<file path="config.mk">
export PLATFORM = sky130hd
export DESIGN_NAME = operand_fetch_stage
export DESIGN_NICKNAME = d
export VERILOG_FILES = /design/src/rtl/cpu_pkg.sv /design/src/rtl/reg_scoreboard.sv /design/src/rtl/operand_fetch_stage.sv
export SDC_FILE = /design/constraint.sdc
export NUM_CORES = 1
export LEC_CHECK = 0
export ABC_AREA = 1
export CAP_MARGIN = 10
export CORE_ASPECT_RATIO = 1.2
export CORE_MARGIN = 8
export CORE_UTILIZATION = 45
export DETAILED_ROUTE_END_ITERATION = 16
export GPL_TIMING_DRIVEN = 0
export PLACE_DENSITY = 0.87
export SETUP_SLACK_MARGIN = 0.4
export SYNTH_ARGS = -nofsm -noshare
export SYNTH_HDL_FRONTEND = slang
export SYNTH_SLANG_ARGS = --single-unit
</file>
<file path="constraint.sdc">
create_clock -name clk -period 4.2 [get_ports clk]
set_input_delay 0.63 -clock clk [delete_from_list [all_inputs] [get_ports clk]]
set_output_delay 0.63 -clock clk [all_outputs]
set_load 0.1 [all_outputs]
</file>
<file path="src/rtl/cpu_pkg.sv">
// Shared types and constants for the operand-fetch slice of the CPU pipeline.
// XLEN      : operand/data width
// NREGS     : architectural register count
// REG_IDX_W : register index width
// PAYLOAD_W : width of the opaque decoded control carried to execute
// reg_idx_t   : register index type
// of_bundle_t : contents of the operand-fetch output register
package cpu_pkg;

    localparam int XLEN      = 32;
    localparam int NREGS     = 32;
    localparam int REG_IDX_W = $clog2(NREGS);
    localparam int PAYLOAD_W = 96;

    typedef logic [REG_IDX_W-1:0] reg_idx_t;

    typedef struct packed {
        logic [XLEN-1:0]      a;
        logic [XLEN-1:0]      b;
        reg_idx_t             rd;
        logic                 rd_we;
        logic [PAYLOAD_W-1:0] payload;
    } of_bundle_t;

endpackage

</file>
<file path="src/rtl/reg_scoreboard.sv">
// Pending-write scoreboard: one bit per architectural register, set when a
// writer issues and cleared when it retires or is flushed out of the stage.
// Ports:
//   clk, reset          : clock, synchronous active-high reset
//   set_en/set_idx      : mark a register as having an in-flight writer
//   clr_en/clr_idx      : writeback retirement (written or killed)
//   fclr_en/fclr_idx    : flush of the writer held in the output register
//   raw1_idx, raw2_idx  : source registers to test for RAW hazards
//   waw_en/waw_idx      : destination register to test for WAW hazard
//   raw1, raw2, waw     : hazard results (retiring register is exempt)
//   pend                : current scoreboard contents
module reg_scoreboard
    import cpu_pkg::*;
(
    input  logic             clk,
    input  logic             reset,
    input  logic             set_en,
    input  reg_idx_t         set_idx,
    input  logic             clr_en,
    input  reg_idx_t         clr_idx,
    input  logic             fclr_en,
    input  reg_idx_t         fclr_idx,
    input  reg_idx_t         raw1_idx,
    input  reg_idx_t         raw2_idx,
    input  logic             waw_en,
    input  reg_idx_t         waw_idx,
    output logic             raw1,
    output logic             raw2,
    output logic             waw,
    output logic [NREGS-1:0] pend
);

    logic [NREGS-1:0] pend_reg;
    logic [NREGS-1:0] pend_next;

    // x0 is hardwired to zero and never tracked.
    assign pend_next[0] = 1'b0;

    // Set has priority over both clears: the only legal overlap is a new
    // writer issuing in the same cycle its predecessor retires.
    genvar gi;
    generate
        for (gi = 1; gi < NREGS; gi++) begin : g_pend
            localparam reg_idx_t IDX = reg_idx_t'(gi);
            assign pend_next[gi] = (set_en && set_idx == IDX) ||
                                   (pend_reg[gi] &&
                                    !(clr_en && clr_idx == IDX) &&
                                    !(fclr_en && fclr_idx == IDX));
        end
    endgenerate

    always_ff @(posedge clk) begin
        if (reset) begin
            pend_reg <= '0;
        end else begin
            pend_reg <= pend_next;
        end
    end

    // A register retiring this cycle no longer blocks: its value is on the
    // bypass (or it was killed and the register file already holds the
    // architectural value).
    assign raw1 = (raw1_idx != '0) && pend_reg[raw1_idx] &&
                  !(clr_en && clr_idx == raw1_idx);
    assign raw2 = (raw2_idx != '0) && pend_reg[raw2_idx] &&
                  !(clr_en && clr_idx == raw2_idx);
    assign waw  = waw_en && (waw_idx != '0) && pend_reg[waw_idx] &&
                  !(clr_en && clr_idx == waw_idx);

    assign pend = pend_reg;

endmodule

</file>
<file path="src/rtl/operand_fetch_stage.sv">
// Decode-to-execute operand fetch stage. Drives register-file read addresses,
// merges read data with the writeback bypass, stalls on RAW/WAW hazards
// tracked by a scoreboard and holds the result in a valid/ready register.
// Ports:
//   clk, reset                  : clock, synchronous active-high reset
//   id_valid/id_ready           : decode handshake
//   id_rs1, id_rs2, id_rd,
//   id_rd_we, id_payload        : decoded instruction
//   rf_ra, rf_rb / rf_a, rf_b   : register-file read addresses / data
//   wb_valid, wb_wen, wb_rd,
//   wb_data                     : retirement from writeback
//   flush                       : kill held and offered instructions
//   ex_valid/ex_ready           : execute handshake
//   ex_a, ex_b, ex_rd,
//   ex_rd_we, ex_payload        : registered operands and control
// The bundle type comes from cpu_pkg, so the parameters are expected to
// keep their package-derived defaults.
module operand_fetch_stage
    import cpu_pkg::*;
#(
    parameter int XLEN      = cpu_pkg::XLEN,
    parameter int NREGS     = cpu_pkg::NREGS,
    parameter int PAYLOAD_W = cpu_pkg::PAYLOAD_W
) (
    input  logic                 clk,
    input  logic                 reset,
    input  logic                 id_valid,
    output logic                 id_ready,
    input  reg_idx_t             id_rs1,
    input  reg_idx_t             id_rs2,
    input  reg_idx_t             id_rd,
    input  logic                 id_rd_we,
    input  logic [PAYLOAD_W-1:0] id_payload,
    output reg_idx_t             rf_ra,
    output reg_idx_t             rf_rb,
    input  logic [XLEN-1:0]      rf_a,
    input  logic [XLEN-1:0]      rf_b,
    input  logic                 wb_valid,
    input  logic                 wb_wen,
    input  reg_idx_t             wb_rd,
    input  logic [XLEN-1:0]      wb_data,
    input  logic                 flush,
    output logic                 ex_valid,
    input  logic                 ex_ready,
    output logic [XLEN-1:0]      ex_a,
    output logic [XLEN-1:0]      ex_b,
    output reg_idx_t             ex_rd,
    output logic                 ex_rd_we,
    output logic [PAYLOAD_W-1:0] ex_payload
);

    logic             ex_valid_reg;
    of_bundle_t       ex_bundle_reg;
    of_bundle_t       ex_bundle_next;
    logic [XLEN-1:0]  op1;
    logic [XLEN-1:0]  op2;
    logic             raw1;
    logic             raw2;
    logic             waw;
    logic             space;
    logic             issue;
    logic             set_en;
    logic             fclr_en;
    logic [NREGS-1:0] pend;

    assign rf_ra = id_rs1;
    assign rf_rb = id_rs2;

    // The register file commits at the edge, so a same-cycle writeback must
    // be forwarded here or the stage would capture the stale value.
    assign op1 = (wb_valid && wb_wen && wb_rd == id_rs1 && id_rs1 != '0) ? wb_data : rf_a;
    assign op2 = (wb_valid && wb_wen && wb_rd == id_rs2 && id_rs2 != '0) ? wb_data : rf_b;

    assign space    = !ex_valid_reg || ex_ready;
    assign id_ready = space && !raw1 && !raw2 && !waw && !flush;
    assign issue    = id_valid && id_ready;
    assign set_en   = issue && id_rd_we && (id_rd != '0);
    // The held writer is discarded and will never retire, so its pending
    // bit has to be dropped here.
    assign fclr_en  = flush && ex_valid_reg && ex_bundle_reg.rd_we && (ex_bundle_reg.rd != '0);

    reg_scoreboard u_scoreboard (
        .clk      (clk),
        .reset    (reset),
        .set_en   (set_en),
        .set_idx  (id_rd),
        .clr_en   (wb_valid),
        .clr_idx  (wb_rd),
        .fclr_en  (fclr_en),
        .fclr_idx (ex_bundle_reg.rd),
        .raw1_idx (id_rs1),
        .raw2_idx (id_rs2),
        .waw_en   (id_rd_we),
        .waw_idx  (id_rd),
        .raw1     (raw1),
        .raw2     (raw2),
        .waw      (waw),
        .pend     (pend)
    );

    always_comb begin
        ex_bundle_next         = ex_bundle_reg;
        ex_bundle_next.a       = op1;
        ex_bundle_next.b       = op2;
        ex_bundle_next.rd      = id_rd;
        ex_bundle_next.rd_we   = id_rd_we;
        ex_bundle_next.payload = id_payload;
    end

    // Data fields only change on issue; drain and flush just drop valid.
    always_ff @(posedge clk) begin
        if (reset) begin
            ex_valid_reg  <= 1'b0;
            ex_bundle_reg <= '0;
        end else if (flush) begin
            ex_valid_reg  <= 1'b0;
        end else if (issue) begin
            ex_valid_reg  <= 1'b1;
            ex_bundle_reg <= ex_bundle_next;
        end else if (ex_ready) begin
            ex_valid_reg  <= 1'b0;
        end
    end

    assign ex_valid   = ex_valid_reg;
    assign ex_a       = ex_bundle_reg.a;
    assign ex_b       = ex_bundle_reg.b;
    assign ex_rd      = ex_bundle_reg.rd;
    assign ex_rd_we   = ex_bundle_reg.rd_we;
    assign ex_payload = ex_bundle_reg.payload;

    // Every retirement must correspond to a tracked in-flight writer.
    a_wb_pending: assert property (@(posedge clk) disable iff (reset)
        (wb_valid && wb_rd != '0) |-> pend[wb_rd]);

    // Back-pressured output must not change under the consumer.
    a_ex_stable: assert property (@(posedge clk)
        (!reset && !flush && ex_valid_reg && !ex_ready) |=>
        (ex_valid_reg && $stable(ex_bundle_reg)));

endmodule

</file>
==> impl_metrics.tcl, run 1 <==
set metrics [dict create \
    dpl.hpwl_um 36220 \
    outcome "completed" \
    cp_slowest_cell "clkdlybuf4s50_1" \
    synth_top_area_share_pct 40.73 \
    crit_top_cell "nand2_1" \
    grt_pass1_wl_um 66650 \
    h-tree-depth 4 \
    critPathMaxStageDelay_ns 0.50 \
    cts_root_buffer "clkbuf_16" \
    synth_edf_count 0 \
    antenna_left 0 \
    vias 11840 \
    hp-class "register to register" \
    synth_area_leaders "dfxtp_1 (41%), nand2_1 (23%), a21oi_1 (10%)" \
    drc 0 \
    synth_top_area_cell "dfxtp_1" \
    worst_pin_slew_ns 1.152 \
    cp.arrival_ns 2.96 \
    rows 59 \
    die_w_um 150.2 \
    vias_per_cell 5.342 \
    clock-sinks 198 \
    place_inst 2181 \
    end_kind "output port" \
    start_kind "input port" \
    first_iter_violations 1001 \
    ys.flop_type "dfxtp_1" \
    ys_async_sr_fraction_pct 0 \
    cp.required_ns 3.57 \
    synth_cell_types 29 \
    tritoncts "yes" \
    nFillCells 1904 \
    die_h_um 177.1 \
    critical_path_class "input port to output port" \
    overflow 0 \
    numCtsBuffers 17 \
    p_leak_nw 5.709 \
    timing.fmax_mhz 278.8 \
    yosysSeqAreaShare_pct 40.73 \
    ys_ff_latch 198 \
    setup_viol_count_final 0 \
    crit_family "buffers and inverters" \
    nets 2146 \
    synthTopCellsByCount "nand2_1 (594), dfxtp_1 (198), a21oi_1 (196), nor2_1 (120), inv_1 (93)" \
    ir_drop_mv 0.3600 \
    die-area_um2 26610 \
    worstPathMaxFanout 10 \
    layout-drive-gt1-share_pct 5.673 \
    cellPowerDensity_nw_per_um2 336.5 \
    synth_area_um2 9732 \
    io_buffers 391 \
    num_io_pins 398 \
    drt-pass1-iter-count 5 \
    routed_wirelength_um 45090 \
    path_clk_slew_ns 0.07 \
    clk_latency_ns 0.45 \
    finalPower_mw 4.914 \
    synth_cells 1516 \
    drv_cap 0 \
    syn_area_per_cell_um2 6.419 \
    holdWs_ns 0.4656 \
    drv_slew 0 \
    fin_crit_ns 3.586 \
    critPathBufInv 4 \
    floorplan.initialDensity_pct 45.30 \
    core_area_um2 21480 \
    synth_fp_nets 1736 \
    gp_congestion 1.047 \
    grt.total_usage_pct 32.99 \
    rsz0062_at_grt "no" \
    final_util_pct 67.98 \
    hold_violations 0 \
    finalCritPeriodShare_pct 85.39 \
    clock-skew-final_ns 0.02296 \
    antenna_found_initial 5 \
    yosysWarnings 0 \
    synth_most_common_cell "nand2_1" \
    stdcell_count 2217 \
    grt_max_degree 21 \
    cts_setup_buffers 0 \
    wire_per_inst_um 20.34 \
    maxSlewHeadroom_pct 22.94 \
    largest_reg_flops 96 \
    worstPathCellList "clkdlybuf4s50_1 > inv_1 > buf_2 > nand2_1 > nand2_1 > a21oi_1 > nand3_1 > nor2_1 > nor2_1 > nand3_1 > nand2_1 > nor2_2 > buf_2" \
    grt_pass1_vias 11580 \
    r2r_slack_ns 1.78 \
    clockBufferDepth 2 \
    syn2layout_area_growth_pct 50.06 \
]
final timing paths:
check,from,endpoint,depth (start not counted)
max,id_rs1[0],id_ready,13
min,ex_a[23],ex_a[23],2
max reg2reg,u_scoreboard.pend[16],u_scoreboard.pend[11],16
min reg2reg,ex_a[23],ex_a[23],2
power breakdown:
part           switching (mW)  leakage (nW)  internal, mW
Clock                   0.843         0.297         0.861
Combinational           0.842          3.81         0.397
Sequential             0.0372          1.60          1.93
metal layers:
metal / share of wire (%) / vias up / track usage (%)
li1: - / 5654 / -
met1: 36 / 5412 / 35.93
met2: 49 / 640 / 55.98
met3: 11 / 136 / 11.46
met4: 4.8 / 2 / 16.40
met5: 0.038 / - / 0
cells by family (layout without fill, tap and decap cells):
group                  after synthesis  count (layout)  synth area share, %
AO/OA/AOI/OAI                      319             319                17.31
XOR/XNOR                             4               4               0.3601
buffers and inverters              206             629                9.874
flip-flops                         198             198                40.73
other                                0               4                    0
AND/OR/NAND/NOR                    789             789                31.73
placed cells by master, fill, tap and decap left out, drive strengths merged, types with 9 or more instances in the layout:
| master | Yosys | routed |
|---|---|---|
| nand2 | 596 | 596 |
| o21ai | 88 | 88 |
| clkdlybuf4s50 | 0 | 390 |
| nand3 | 56 | 56 |
| clkbuf | 41 | 59 |
| o211ai | 11 | 11 |
| a31oi | 9 | 9 |
| buf | 64 | 65 |
| a21oi | 196 | 196 |
| dfxtp | 198 | 198 |
| nor2 | 125 | 125 |
| inv | 99 | 106 |
stage by stage:
stage / worst slack [ns] / area (um^2) / setup TNS [ns]
floorplan: 1.047 / 9732 / 0
global placement: -0.06085 / 13990 / -0.06085
detailed placement: -0.06691 / 13990 / -0.06691
CTS: 0.5053 / 14600 / 0
global route: 0.4877 / 14600 / 0
finish: 0.6138 / 14600 / 0
what timing repair did:
action,4_1_cts,5_1_grt
endpoints found under the setup margin,1,1
pin swaps,0,0
hold endpoints to repair,0,0
hold buffers,0,0
resized for setup,3,2
gates cloned,0,0
tightest hold or removal path, stage by stage (launching register included):
cell and delay [ns]:
dfxtp_1 0.31, nand2_1 0.06, a21oi_1 0.05
layout make-up:
class                      count  area [um^2]  share of cell area (%)
antenna                        4        10.01                 0.06854
buffer                       105        580.6                   3.975
clock buffer                  18        429.2                   2.939
clock inverter                14        181.4                   1.242
inverter                     101        380.4                   2.605
multi-input combinational   1112         4807                   32.92
sequential                   198         3964                   27.14
tap                          274        342.8                   2.348
timing repair buffer         391         3909                   26.76
Power figures use the tool's default switching activity.
==> run 2: changes to the inputs <==
Settings changed: SLEW_MARGIN set to 20.
==> results of run 2 <==
The final DEF is identical to that of run 1; final timing and power are the same.
==> run 3: changes to the inputs <==
Settings changed: GPL_TIMING_DRIVEN 0 to 1.
==> run 3 against run 2 <==
  * Design area down 1.8%
  * Cell count down 3.6%
  * Hold slack worse by 0.00081 ns
  * Power up 0.24%
  * Core utilization down 1.2 points
  * Sequential power about the same
  * Clock power up 3%
  * Setup slack better by 0.14 ns
  * Register-to-register slack worse by 0.13 ns
  * Combinational power down 3%
  * Clock skew down 0.0031 ns
  * Critical path type unchanged
==> impl_metrics.tcl, run 3 (synthesized netlist as in run 1, its figures left out) <==
set metrics [dict create \
    outcome "completed" \
    layout-drive-gt1-share_pct 4.352 \
    overflow 0 \
    die-area_um2 26610 \
    syn2layout_area_growth_pct 47.35 \
    largest_reg_flops 96 \
    final_common_cell "nand2_1" \
    clk_latency_ns 0.45 \
    reg2reg_to "ex_a[18]" \
    worst_pin_slew_ns 1.131 \
    r2r_slack_ns 1.65 \
    cts_setup_buffers 0 \
    vias 11320 \
    cp.arrival_ns 2.82 \
    start_kind "input port" \
    tritoncts "yes" \
    hp-start "ex_b[24]" \
    drv_slew 0 \
    drt-pass1-iter-count 5 \
    cts_hold_buf 0 \
    place_inst 2103 \
    drv_cap 0 \
    clock-skew-final_ns 0.01991 \
    cts_resized 0 \
    rsz0062_at_grt "no" \
    mostFrequentLayoutCells "nand2_1 (592), clkdlybuf4s50_1 (385), dfxtp_1 (198)" \
    holdWs_ns 0.4648 \
    gp_congestion 1.053 \
    floorplan.initialDensity_pct 45.30 \
    hp-class "register to register" \
    die_w_um 150.2 \
    wire_per_inst_um 19.31 \
    hold_path_end "ex_b[24]" \
    maxSlewHeadroom_pct 24.38 \
    vias_per_cell 5.292 \
    routed_wirelength_um 41290 \
    grt.total_usage_pct 30.27 \
    rows 59 \
    clockBufferDepth 2 \
    timing.rr.start "u_scoreboard.pend[22]" \
    p_leak_nw 5.551 \
    finalSetupTns_ns 0 \
    r2r_cells 12 \
    grt_max_degree 114 \
    grt_pass1_wl_um 62330 \
    ir_drop_mv 0.2677 \
    finalCritPeriodShare_pct 82.11 \
    antenna_found_initial 3 \
    worstPathMaxFanout 8 \
    setup_viol_count_final 0 \
    cts_root_buffer "clkbuf_16" \
    stdcell_count 2138 \
    cp.required_ns 3.57 \
    numCtsBuffers 17 \
    end_kind "output port" \
    first_iter_violations 934 \
    core_area_um2 21480 \
    die_h_um 177.1 \
    io_buffers 397 \
    fin_crit_ns 3.448 \
    dpl.hpwl_um 31340 \
    drc 0 \
    h-tree-depth 4 \
    critical_path_class "input port to output port" \
    cellPowerDensity_nw_per_um2 343.5 \
    num_io_pins 398 \
    grt_pass1_vias 11060 \
    timing.fmax_mhz 290.0 \
    clock-sinks 198 \
    path_clk_slew_ns 0.07 \
    antenna_left 0 \
    nets 2068 \
    min_delay_path_depth 2 \
    hold_violations 0 \
]
[run 3: cell type report]
cell class                      count  area, um^2
Multi-Input combinational cell   1112        4826
Clock inverter                     15       212.7
Tap cell                          274       342.8
Inverter                          101       381.6
Timing Repair Buffer              418        4180
Fill cell                        1811        7142
Sequential cell                   198        3964
Clock buffer                       17       425.4
Antenna cell                        3       7.507
[run 3: how the worst max path moves through the flow]
stage | startpoint | to | slack [ns] | cells after the start
global placement | id_rd[1] | ex_a[5] | 0.67 | 15
global route | id_rd[1] | id_ready | 0.58 | 13
detailed placement | id_rd[1] | ex_payload[75] | 0.65 | 15
floorplan | id_rs1[0] | u_scoreboard.pend[6] | 1.05 | 14
CTS | id_rd[1] | id_ready | 0.79 | 13
finish | id_rd[1] | id_ready | 0.75 | 13
[run 3: layer usage]
metal	up-vias	track usage [%]	part of all wire, %	wire length, um
met1	5168	33.80	37	15190
li1	5485	-	-	-
met5	-	0	0	0
met2	539	51.65	49	20240
met3	123	9.542	9.4	3898
met4	0	13.73	4.7	1959
[run 3: through the flow]
stage          total power, mW  instance area, um^2  util (%)  worst slack [ns]
2_1_floorplan            2.765                 9732         -             1.047
4_1_cts                  4.940                14330     66.72            0.7899
3_5_place_dp             3.207                13690     63.75            0.6501
6_report                 4.925                14340     66.75            0.7515
5_1_grt                  5.098                14340     66.75            0.5776
3_3_place_gp             3.202                13690     63.75            0.6671
[run 3: worst max-delay path: stages]
cell and delay, ns:
clkdlybuf4s50_1 0.48, inv_1 0.18, nor2_1 0.67, nand2_1 0.10, nand3_1 0.10, nand2_1 0.05, nand2_1 0.09, nor2_1 0.04
nand2_1 0.05, nand3_1 0.06, nand2_1 0.08, nor2_2 0.09, buf_12 0.18
[run 3: report_power, final]
part	switching (mW)	internal (mW)	total [mW]	leakage (nW)
clock	0.871	0.882	1.75	0.311
combinational	0.819	0.383	1.20	3.64
sequential	0.0368	1.93	1.97	1.60
